### config.mk
export PLATFORM = sky130hd
export DESIGN_NAME = elite_i2c_slave_regfile
export DESIGN_NICKNAME = d
export VERILOG_FILES = /design/src/rtl/elite_i2c_slave_regfile.sv
export SDC_FILE = /design/constraint.sdc
export NUM_CORES = 1
export LEC_CHECK = 0
export CAP_MARGIN = 20
export CORE_UTILIZATION = 55
export CTS_CLUSTER_DIAMETER = 200
export DETAILED_ROUTE_END_ITERATION = 12
export PLACE_DENSITY = 0.89
export SYNTH_ARGS = -nofsm -noshare
export SYNTH_HDL_FRONTEND = slang
export SYNTH_SLANG_ARGS = --single-unit
### constraint.sdc
create_clock -name MClk -period 8.95 [get_ports MClk]
set_input_delay 0.895 -clock MClk [delete_from_list [all_inputs] [get_ports MClk]]
set_output_delay 0.895 -clock MClk [all_outputs]
set_load 0.005 [all_outputs]
### src/rtl/elite_i2c_slave_regfile.sv
// I2C slave with a byte-wide register file, oversampled SCL/SDA, burst read/write
// with pointer auto-increment and read-only slots fed from ro_in.
module elite_i2c_slave_regfile #(
  parameter logic [6:0]          I2C_ADDR = 7'h0A,
  parameter int                  NUM_REGS = 8,
  parameter logic [NUM_REGS-1:0] RO_MASK  = 8'h0A,
  parameter int                  FILT_LEN = 3,
  parameter int                  HOLD_CYC = 4
) (
  input  logic                        MClk,
  input  logic                        I2C_Rst_n,
  input  logic                        I2C_SCL,
  input  logic                        I2C_SDA_in,
  output logic                        I2C_SDA_oe,
  input  logic [NUM_REGS*8-1:0]       ro_in,
  output logic [NUM_REGS*8-1:0]       regs_out,
  output logic                        wr_strobe,
  output logic [$clog2(NUM_REGS)-1:0] wr_addr,
  output logic [7:0]                  wr_data,
  output logic                        busy,
  output logic                        stop_pulse
);

  localparam int AW = $clog2(NUM_REGS);
  localparam int CW = $clog2(FILT_LEN + 1);
  localparam int HW = $clog2(HOLD_CYC + 1);

  typedef enum logic [3:0] {
    IDLE, ADDR, ADDR_ACK, REG, REG_ACK, WDATA, WDATA_ACK, RDATA, MACK, IGNORE
  } state_t;

  // Reset asserts asynchronously but is released in step with MClk
  logic rst_meta_reg, rst_n_int;
  always_ff @(posedge MClk or negedge I2C_Rst_n) begin
    if (!I2C_Rst_n) begin
      rst_meta_reg <= 1'b0;
      rst_n_int    <= 1'b0;
    end else begin
      rst_meta_reg <= 1'b1;
      rst_n_int    <= rst_meta_reg;
    end
  end

  logic [1:0] raw_lines, filt_lines;
  assign raw_lines = {I2C_SDA_in, I2C_SCL};

  genvar gi;
  generate
    for (gi = 0; gi < 2; gi++) begin : g_filt
      logic          sync1_reg, sync2_reg, level_reg;
      logic [CW-1:0] cnt_reg;
      always_ff @(posedge MClk or negedge rst_n_int) begin
        if (!rst_n_int) begin
          sync1_reg <= 1'b1;
          sync2_reg <= 1'b1;
          level_reg <= 1'b1;
          cnt_reg   <= '0;
        end else begin
          sync1_reg <= raw_lines[gi];
          sync2_reg <= sync1_reg;
          if (sync2_reg == level_reg) begin
            cnt_reg <= '0;
          end else if (int'(cnt_reg) + 1 >= FILT_LEN) begin
            level_reg <= sync2_reg;
            cnt_reg   <= '0;
          end else begin
            cnt_reg <= cnt_reg + 1'b1;
          end
        end
      end
      assign filt_lines[gi] = level_reg;
    end
  endgenerate

  logic scl_f, sda_f, scl_prev_reg, sda_prev_reg;
  logic scl_rise, scl_fall, start_det, stop_det;
  assign scl_f     = filt_lines[0];
  assign sda_f     = filt_lines[1];
  assign scl_rise  = scl_f & ~scl_prev_reg;
  assign scl_fall  = ~scl_f & scl_prev_reg;
  assign start_det = scl_f & scl_prev_reg & sda_prev_reg & ~sda_f;
  assign stop_det  = scl_f & scl_prev_reg & ~sda_prev_reg & sda_f;

  logic [7:0] regs_reg [NUM_REGS];
  logic [7:0] reg_view [NUM_REGS];
  generate
    for (gi = 0; gi < NUM_REGS; gi++) begin : g_view
      assign reg_view[gi] = RO_MASK[gi] ? ro_in[gi*8 +: 8] : regs_reg[gi];
      assign regs_out[gi*8 +: 8] = reg_view[gi];
    end
  endgenerate

  state_t        state_reg, state_next;
  logic [3:0]    bit_cnt_reg, bit_cnt_next;
  logic [7:0]    shift_reg, shift_next, tx_reg, tx_next;
  logic [AW-1:0] ptr_reg, ptr_next, ptr_inc;
  logic          rw_reg, rw_next, reg_ok_reg, reg_ok_next, mack_reg, mack_next;
  logic          oe_pend_reg, oe_pend_next, sda_oe_reg, sda_oe_next;
  logic [HW-1:0] hold_cnt_reg, hold_cnt_next;
  logic          busy_reg, busy_next, stop_pulse_reg, stop_pulse_next;
  logic          wr_strobe_reg, wr_strobe_next;
  logic [AW-1:0] wr_addr_reg, wr_addr_next;
  logic [7:0]    wr_data_reg, wr_data_next;

  assign ptr_inc = (ptr_reg == AW'(NUM_REGS - 1)) ? '0 : ptr_reg + 1'b1;

  always_ff @(posedge MClk or negedge rst_n_int) begin
    if (!rst_n_int) begin
      scl_prev_reg   <= 1'b1;
      sda_prev_reg   <= 1'b1;
      state_reg      <= IDLE;
      bit_cnt_reg    <= '0;
      shift_reg      <= '0;
      tx_reg         <= '0;
      ptr_reg        <= '0;
      rw_reg         <= 1'b0;
      reg_ok_reg     <= 1'b0;
      mack_reg       <= 1'b1;
      oe_pend_reg    <= 1'b0;
      sda_oe_reg     <= 1'b0;
      hold_cnt_reg   <= '0;
      busy_reg       <= 1'b0;
      stop_pulse_reg <= 1'b0;
      wr_strobe_reg  <= 1'b0;
      wr_addr_reg    <= '0;
      wr_data_reg    <= '0;
      for (int i = 0; i < NUM_REGS; i++) regs_reg[i] <= '0;
    end else begin
      scl_prev_reg   <= scl_f;
      sda_prev_reg   <= sda_f;
      state_reg      <= state_next;
      bit_cnt_reg    <= bit_cnt_next;
      shift_reg      <= shift_next;
      tx_reg         <= tx_next;
      ptr_reg        <= ptr_next;
      rw_reg         <= rw_next;
      reg_ok_reg     <= reg_ok_next;
      mack_reg       <= mack_next;
      oe_pend_reg    <= oe_pend_next;
      sda_oe_reg     <= sda_oe_next;
      hold_cnt_reg   <= hold_cnt_next;
      busy_reg       <= busy_next;
      stop_pulse_reg <= stop_pulse_next;
      wr_strobe_reg  <= wr_strobe_next;
      wr_addr_reg    <= wr_addr_next;
      wr_data_reg    <= wr_data_next;
      if (wr_strobe_next) regs_reg[wr_addr_next] <= wr_data_next;
    end
  end

  always_comb begin
    state_next      = state_reg;
    bit_cnt_next    = bit_cnt_reg;
    shift_next      = shift_reg;
    tx_next         = tx_reg;
    ptr_next        = ptr_reg;
    rw_next         = rw_reg;
    reg_ok_next     = reg_ok_reg;
    mack_next       = mack_reg;
    oe_pend_next    = oe_pend_reg;
    hold_cnt_next   = (hold_cnt_reg != '0) ? hold_cnt_reg - 1'b1 : '0;
    sda_oe_next     = (hold_cnt_reg == HW'(1)) ? oe_pend_reg : sda_oe_reg;
    busy_next       = busy_reg;
    stop_pulse_next = 1'b0;
    wr_strobe_next  = 1'b0;
    wr_addr_next    = wr_addr_reg;
    wr_data_next    = wr_data_reg;

    if (stop_det) begin
      state_next      = IDLE;
      sda_oe_next     = 1'b0;
      oe_pend_next    = 1'b0;
      hold_cnt_next   = '0;
      stop_pulse_next = busy_reg;
      busy_next       = 1'b0;
    end else if (start_det) begin
      // Abandons any partial byte; nothing is committed before its 8th bit
      state_next    = ADDR;
      bit_cnt_next  = '0;
      sda_oe_next   = 1'b0;
      oe_pend_next  = 1'b0;
      hold_cnt_next = '0;
    end else if (scl_rise) begin
      case (state_reg)
        ADDR, REG, WDATA: begin
          shift_next   = {shift_reg[6:0], sda_f};
          bit_cnt_next = bit_cnt_reg + 1'b1;
        end
        RDATA:   bit_cnt_next = bit_cnt_reg + 1'b1;
        MACK:    mack_next = sda_f;
        default: ;
      endcase
    end else if (scl_fall) begin
      // Every SDA decision is made here and applied HOLD_CYC cycles later
      hold_cnt_next = HW'(HOLD_CYC);
      case (state_reg)
        ADDR: if (bit_cnt_reg == 4'd8) begin
          if (shift_reg[7:1] == I2C_ADDR) begin
            state_next   = ADDR_ACK;
            rw_next      = shift_reg[0];
            oe_pend_next = 1'b1;
            busy_next    = 1'b1;
          end else begin
            state_next   = IGNORE;
            oe_pend_next = 1'b0;
            busy_next    = 1'b0;
          end
        end
        ADDR_ACK: begin
          bit_cnt_next = '0;
          if (rw_reg) begin
            state_next   = RDATA;
            tx_next      = reg_view[ptr_reg];
            oe_pend_next = ~reg_view[ptr_reg][7];
          end else begin
            state_next   = REG;
            oe_pend_next = 1'b0;
          end
        end
        REG: if (bit_cnt_reg == 4'd8) begin
          state_next = REG_ACK;
          if (int'(shift_reg) < NUM_REGS) begin
            reg_ok_next  = 1'b1;
            ptr_next     = shift_reg[AW-1:0];
            oe_pend_next = 1'b1;
          end else begin
            reg_ok_next  = 1'b0;
            oe_pend_next = 1'b0;
          end
        end
        REG_ACK: begin
          bit_cnt_next = '0;
          oe_pend_next = 1'b0;
          state_next   = reg_ok_reg ? WDATA : IGNORE;
        end
        WDATA: if (bit_cnt_reg == 4'd8) begin
          state_next   = WDATA_ACK;
          oe_pend_next = 1'b1;
          ptr_next     = ptr_inc;
          if (!RO_MASK[ptr_reg]) begin
            wr_strobe_next = 1'b1;
            wr_addr_next   = ptr_reg;
            wr_data_next   = shift_reg;
          end
        end
        WDATA_ACK: begin
          state_next   = WDATA;
          bit_cnt_next = '0;
          oe_pend_next = 1'b0;
        end
        RDATA: begin
          if (bit_cnt_reg == 4'd8) begin
            state_next   = MACK;
            oe_pend_next = 1'b0;
          end else begin
            oe_pend_next = ~tx_reg[6];
            tx_next      = {tx_reg[6:0], 1'b0};
          end
        end
        MACK: begin
          if (!mack_reg) begin
            state_next   = RDATA;
            bit_cnt_next = '0;
            ptr_next     = ptr_inc;
            tx_next      = reg_view[ptr_inc];
            oe_pend_next = ~reg_view[ptr_inc][7];
          end else begin
            state_next   = IGNORE;
            oe_pend_next = 1'b0;
          end
        end
        default: oe_pend_next = 1'b0;
      endcase
    end
  end

  assign I2C_SDA_oe = sda_oe_reg;
  assign busy       = busy_reg;
  assign stop_pulse = stop_pulse_reg;
  assign wr_strobe  = wr_strobe_reg;
  assign wr_addr    = wr_addr_reg;
  assign wr_data    = wr_data_reg;

endmodule

==> run_results.csv, run 1 <==
group,metric,value,unit
cts,clk_path_buf_depth,2,
synthesis,ys_warn_count,0,
finish,fin_cells,742,
global_route,grt_max_degree,78,
place,place_hpwl,11.1,mm
drt,routed.top_layer,"met4",
timing,setup_tns,0,ns
global_route,grt_pass1_wl,26.1,mm
critical_path,r2r-end,"tx_reg[6]$_DFFE_PN0P_",
critical_path,critical_path_class,"reg -> reg",
cts,cts_hold_buf,0,
die,core_area,11000,sq um
timing,rsz0062_at_grt,"no",
synthesis,seq_area_frac_synth,0.437,
synthesis,synth-async-reset-ratio,1.00,
die,dieArea,11900,sq um
timing,period_needed,3.45,ns
cts,clkLatencyLatePin,0.35,ns
power_and_ir_drop,ir_drop,0.139,mV
timing,max-slew-margin-rel,0.307,
cts,cts_buffers,9,
global_route,grt_overflow,0,
finish,layout_commonest_cell,"dfrtp_1",
cts,cts_htree_levels,3,
die,rows,38,
drt,wl_per_cell,21.9,um
timing,period_share,0.386,
timing,fmax,290,MHz
place,dp_cells,726,
hold_path,holdCritPathClass,"reg -> async",
critical_path,cp-start-kind,"register",
timing,tightest_slew,1.04,ns
drt,drt-met1-wl,6.77,mm
flow_run,drv_cap,0,
synthesis,synthFlopType,"dfrtp_1",
die,die_w,109,um
synthesis,syn_nets,609,
critical_path,reg2reg_slack,5.50,ns
drt,drtIter0Drc,271,
global_route,antenna_found_initial,0,
drt,vias,4858,
critical_path,cp.arrival,3.70,ns
synthesis,synth-seq-cells,110,
cts,numClockSinks,110,
finish,diodes,0,
cts,root_buffer,"clkbuf_16",
critical_path,cp_max_fo,23,
synthesis,synthCells,532,
place,numPortBuffers,98,
finish,nNetsFinal,674,
critical_path,crit_required,9.19,ns
synthesis,synth.distinct_cells,67,
critical_path,cp-end-kind,"register",
die,initial_core_util,0.573,
synthesis,netlist_area,6320,sq um
cts,postCtsSetupRepairBufs,0,
drt,wl_met3,1.19,mm
critical_path,r2r-start,"ptr_reg[2]$_DFFE_PN0P_",
timing,hold_violations,0,
cts,cts_tree,"done",
power_and_ir_drop,p_leak,3.19,nW
outcome,outcome,"finished clean",
finish,fill_cells,785,
global_route,first_global_vias,4898,
place,place.gp.congestion,0.876,
drt,via_per_inst,6.55,
drt,drtPass1Iterations,7,
drt,routed_wl,16.2,mm
critical_path,r2r_cells,6,
die,boundaryPins,147,
finish,drive_gt1_frac,0.267,
global_route,grt_usage,0.291,
cts,cts_resized,0,
finish,multi_input_area,3210,sq um
die,fp.dieH,109,um
finish,syn_to_final_growth,19.1,%
finish,largest_reg_flops,48,
synthesis,synth_edf_count,0,
drt,wl_met2,7.82,mm
finish,register_area,2770,sq um
cts,clk_transition_reported_paths,0.08,ns
drt,antenna_left,0,
synthesis,synth.avg_cell_area,11.9,sq um
drt,remaining_drc_errors,0,
timing,drv_slew,0,
power_and_ir_drop,power_density,154,nW/um^2
timing,skew,0.00914,ns
timing,setup_viol,0,
finish,mostFrequentLayoutCells,"dfrtp_1, clkdlybuf4s50_1, mux2_2, nand2_1, mux4_2",
[synth_stat cells, drive strengths merged, types with 4 or more instances]
library cell,count,area share
a211oi,4,0.0063
a21oi,16,0.013
a31oi,5,0.0049
buf,37,0.037
clkbuf,12,0.0071
dfrtp,101,0.40
dfstp,9,0.037
ha,9,0.018
inv,18,0.011
mux2,77,0.14
mux2i,16,0.025
mux4,29,0.10
nand2,33,0.020
nand2b,7,0.0069
nand3,10,0.0079
nand3b,5,0.0059
nor2,25,0.016
nor3,9,0.0071
nor3b,4,0.0047
o21a,4,0.0047
o21ai,24,0.019
o221ai,9,0.012
o311ai,6,0.0083
or2,13,0.013
or3,4,0.0040
[report_power, final]
group	internal (mW)	switching, mW
Combinational	0.0780	0.104
Clock	0.196	0.197
Sequential	0.537	0.0489
Total	0.811	0.350
[worst max-delay path by stage]
stage                           start                endpoint  slack, ns  cells after the start
3_5_place_dp   ptr_reg[2]$_DFFE_PN0P_   tx_reg[3]$_DFFE_PN0P_       5.54                      6
3_3_place_gp   ptr_reg[2]$_DFFE_PN0P_   tx_reg[3]$_DFFE_PN0P_       5.62                      6
6_report       ptr_reg[2]$_DFFE_PN0P_   tx_reg[6]$_DFFE_PN0P_       5.50                      6
5_1_grt        ptr_reg[2]$_DFFE_PN0P_   tx_reg[6]$_DFFE_PN0P_       5.34                      6
4_1_cts        ptr_reg[2]$_DFFE_PN0P_   tx_reg[6]$_DFFE_PN0P_       5.52                      6
2_1_floorplan     rst_n_int$_DFF_PN0_  I2C_SDA_oe$_DFFE_PN0P_       5.67                      0
[cells by family (layout without fill, tap and decap cells)]
family                   Yosys count  in the layout  share of synthesized area
AO/OA/AOI/OAI                     86             86                     0.0959
XOR/XNOR                           3              3                    0.00416
adder cells (fa/ha/maj)            9              9                     0.0178
buffers and inverters             67            137                     0.0548
flip-flops                       110            110                      0.437
multiplexers                     122            122                      0.270
other                              1              1                   0.000593
AND/OR/NAND/NOR                  134            134                      0.119
[layer usage]
metal,vias up,global-route usage
li1,2104,-
met1,2467,0.405
met2,245,0.449
met3,42,0.0472
met4,0,0.139
met5,-,0
[area by class of cell]
cell class | count | area share
multi-input combinational | 355 | 0.427
sequential | 110 | 0.367
timing repair buffer | 103 | 0.135
clock buffer | 9 | 0.0299
tap | 140 | 0.0233
inverter | 18 | 0.00897
clock inverter | 7 | 0.00864
[per-stage QoR]
step | hold WS (ns) | area, sq um | power (mW) | setup slack (ns) | util
CTS | 0.291 | 7530 | 1.16 | 5.52 | 0.683
global route | 0.318 | 7530 | 1.21 | 5.34 | 0.683
global placement | 0.269 | 7240 | 0.760 | 5.62 | 0.657
detailed placement | 0.281 | 7240 | 0.773 | 5.54 | 0.657
finish | 0.270 | 7530 | 1.16 | 5.50 | 0.683
floorplan | 0.331 | 6320 | 0.721 | 5.67 | -
[critical path, stage by stage (launching register included)]
cell	delay [ns]
dfrtp_1	1.03
ha_1	0.68
buf_4	0.37
mux4_2	0.53
o221ai_1	0.23
o311ai_0	0.20
mux2_2	0.29
(Power assumes the default switching activity.)
==> inputs of run 2 (changes only) <==
CORE_UTILIZATION = 46   (was 55)
PLACE_DENSITY = 0.79   (was 0.89)
clock period = 2.9 ns   (was 8.95 ns; I/O delays follow)
==> run 2 against run 1 <==
  * Worst setup slack worse by 5.3 ns
  * Sequential cell count unchanged
  * Wire length down 0.69%
  * Register-to-register slack worse by 5.3 ns
  * Cell count up 7.5%
  * Critical path depth up 1
  * Worst hold slack worse by 0.17 ns
  * Sequential power rose to 3.1 times the previous value
  * Power rose to 3.1 times the previous value
  * Largest power group unchanged
==> run_results.csv, run 2 (synthesis gave the netlist of run 1 again) <==
group,metric,value,unit
timing,setup_tns,0,ns
timing,tightest_slew,0.611,ns
critical_path,worstSetupEndpoint,"regs_out[53]$_DFFE_PN0P_",
cts,clk_transition_reported_paths,0.07,ns
drt,via_per_inst,5.98,
cts,clkLatencyLatePin,0.35,ns
critical_path,critical_path_class,"reg -> reg",
finish,layout_commonest_cell,"dfrtp_1",
critical_path,r2r_cells,7,
drt,routed_wl,16.1,mm
timing,max-slew-margin-rel,0.592,
timing,rsz0062_at_grt,"no",
critical_path,cp_max_fo,8,
place,numPortBuffers,98,
global_route,grt_pass1_wl,26.0,mm
critical_path,startpoint,"scl_prev_reg$_DFF_PN1_",
finish,mostFrequentLayoutCells,"dfrtp_1, clkdlybuf4s50_1, mux2_2, nand2_1, mux4_2",
global_route,grt_max_degree,49,
critical_path,r2r-end,"regs_out[53]$_DFFE_PN0P_",
cts,clk_path_buf_depth,2,
cts,numClockSinks,110,
place,dp_cells,782,
finish,syn_to_final_growth,22.5,%
power_and_ir_drop,power_density,472,nW/um^2
finish,fill_cells,1080,
flow_run,drv_cap,0,
outcome,outcome,"finished clean",
die,dieArea,14200,sq um
timing,period_share,0.918,
cts,cts_htree_levels,3,
die,rows,42,
global_route,grt_overflow,0,
timing,setup_ws,0.238,ns
power_and_ir_drop,p_leak,3.30,nW
die,initial_core_util,0.474,
die,die_w,119,um
finish,drive_gt1_frac,0.291,
timing,hold_violations,0,
die,boundaryPins,147,
critical_path,reg2reg_slack,0.24,ns
cts,root_buffer,"clkbuf_16",
hold_path,holdCritPathClass,"in -> async",
drt,drtIter0Drc,371,
cts,cts_hold_buf,0,
critical_path,crit_required,3.13,ns
finish,diodes,0,
power_and_ir_drop,ir_drop,0.368,mV
place,place_area,7440,sq um
timing,drv_slew,0,
critical_path,cp-start-kind,"register",
drt,remaining_drc_errors,0,
die,core_area,13300,sq um
timing,skew,0.00832,ns
global_route,antenna_found_initial,0,
drt,wl_per_cell,20.2,um
die,fp.dieH,119,um
critical_path,cp.arrival,2.89,ns
timing,whs,0.105,ns
power_and_ir_drop,power,3.65,mW
critical_path,cp-end-kind,"register",
drt,drtPass1Iterations,4,
drt,vias,4772,
timing,fmax,376,MHz
cts,cts_buffers,9,
global_route,grt_usage,0.234,
cts,postCtsSetupRepairBufs,0,
cts,cts_resized,0,
finish,fin_cells,798,
finish,design_area,7750,sq um
cts,cts_tree,"done",
place,place_worst_setup_slack,0.268,ns
drt,antenna_left,0,
timing,period_needed,2.66,ns
global_route,first_global_vias,4823,
finish,nNetsFinal,694,
finish,largest_reg_flops,48,
finish,final_util,0.580,
place,place.gp.congestion,0.871,
critical_path,r2r-start,"scl_prev_reg$_DFF_PN1_",
timing,setup_viol,0,
place,place_hpwl,11.4,mm
## run 2: cell types whose count changed in the layout (fill, tap and decap cells not counted)
cell | before | now
inv_6 | 2 | 1
bufinv_16 | 0 | 1
clkinv_2 | 0 | 1
inv_8 | 2 | 0
clkbuf_8 | 0 | 1
buf_4 | 5 | 25
## run 2: per-layer routing
| metal | global-route usage | wire, um | up-vias |
|---|---|---|---|
| met1 | 0.325 | 7090 | 2396 |
| met5 | 0 | 0 | - |
| met3 | 0.0307 | 916 | 27 |
| li1 | - | - | 2149 |
| met2 | 0.383 | 7850 | 200 |
| met4 | 0.0696 | 270 | 0 |
## run 2: cell type report
type                       count  area [sq um]  area share
clock buffer                  10           239      0.0309
inverter                      18          67.6     0.00872
tap                          176           220      0.0284
clock inverter                 6          68.8     0.00888
timing repair buffer         123          1170       0.151
multi-input combinational    355          3210       0.415
sequential                   110          2770       0.357
## run 2: worst min path at each step
stage / start / endpoint / cells after the start
4_1_cts: I2C_Rst_n / rst_n_int$_DFF_PN0_ / 1
6_report: I2C_Rst_n / rst_meta_reg$_DFF_PN0_ / 1
2_1_floorplan: I2C_Rst_n / rst_meta_reg$_DFF_PN0_ / 0
3_5_place_dp: rst_meta_reg$_DFF_PN0_ / rst_n_int$_DFF_PN0_ / 0
5_1_grt: I2C_Rst_n / rst_meta_reg$_DFF_PN0_ / 1
3_3_place_gp: rst_meta_reg$_DFF_PN0_ / rst_n_int$_DFF_PN0_ / 0
## run 2: worst max-delay path: stages, from the launching register on
cell      delay (ns)
dfstp_2         0.54
inv_1           0.04
ha_1            0.26
nand2b_1        0.26
a211o_1         0.34
nor2_1          0.27
nand4b_2        0.42
mux2_2          0.41
## run 2: power by group
part / internal [mW] / total (mW) / switching (mW) / leakage, nW
combinational: 0.251 / 0.584 / 0.333 / 1.66
sequential: 1.66 / 1.80 / 0.143 / 1.49
clock: 0.699 / 1.27 / 0.569 / 0.149
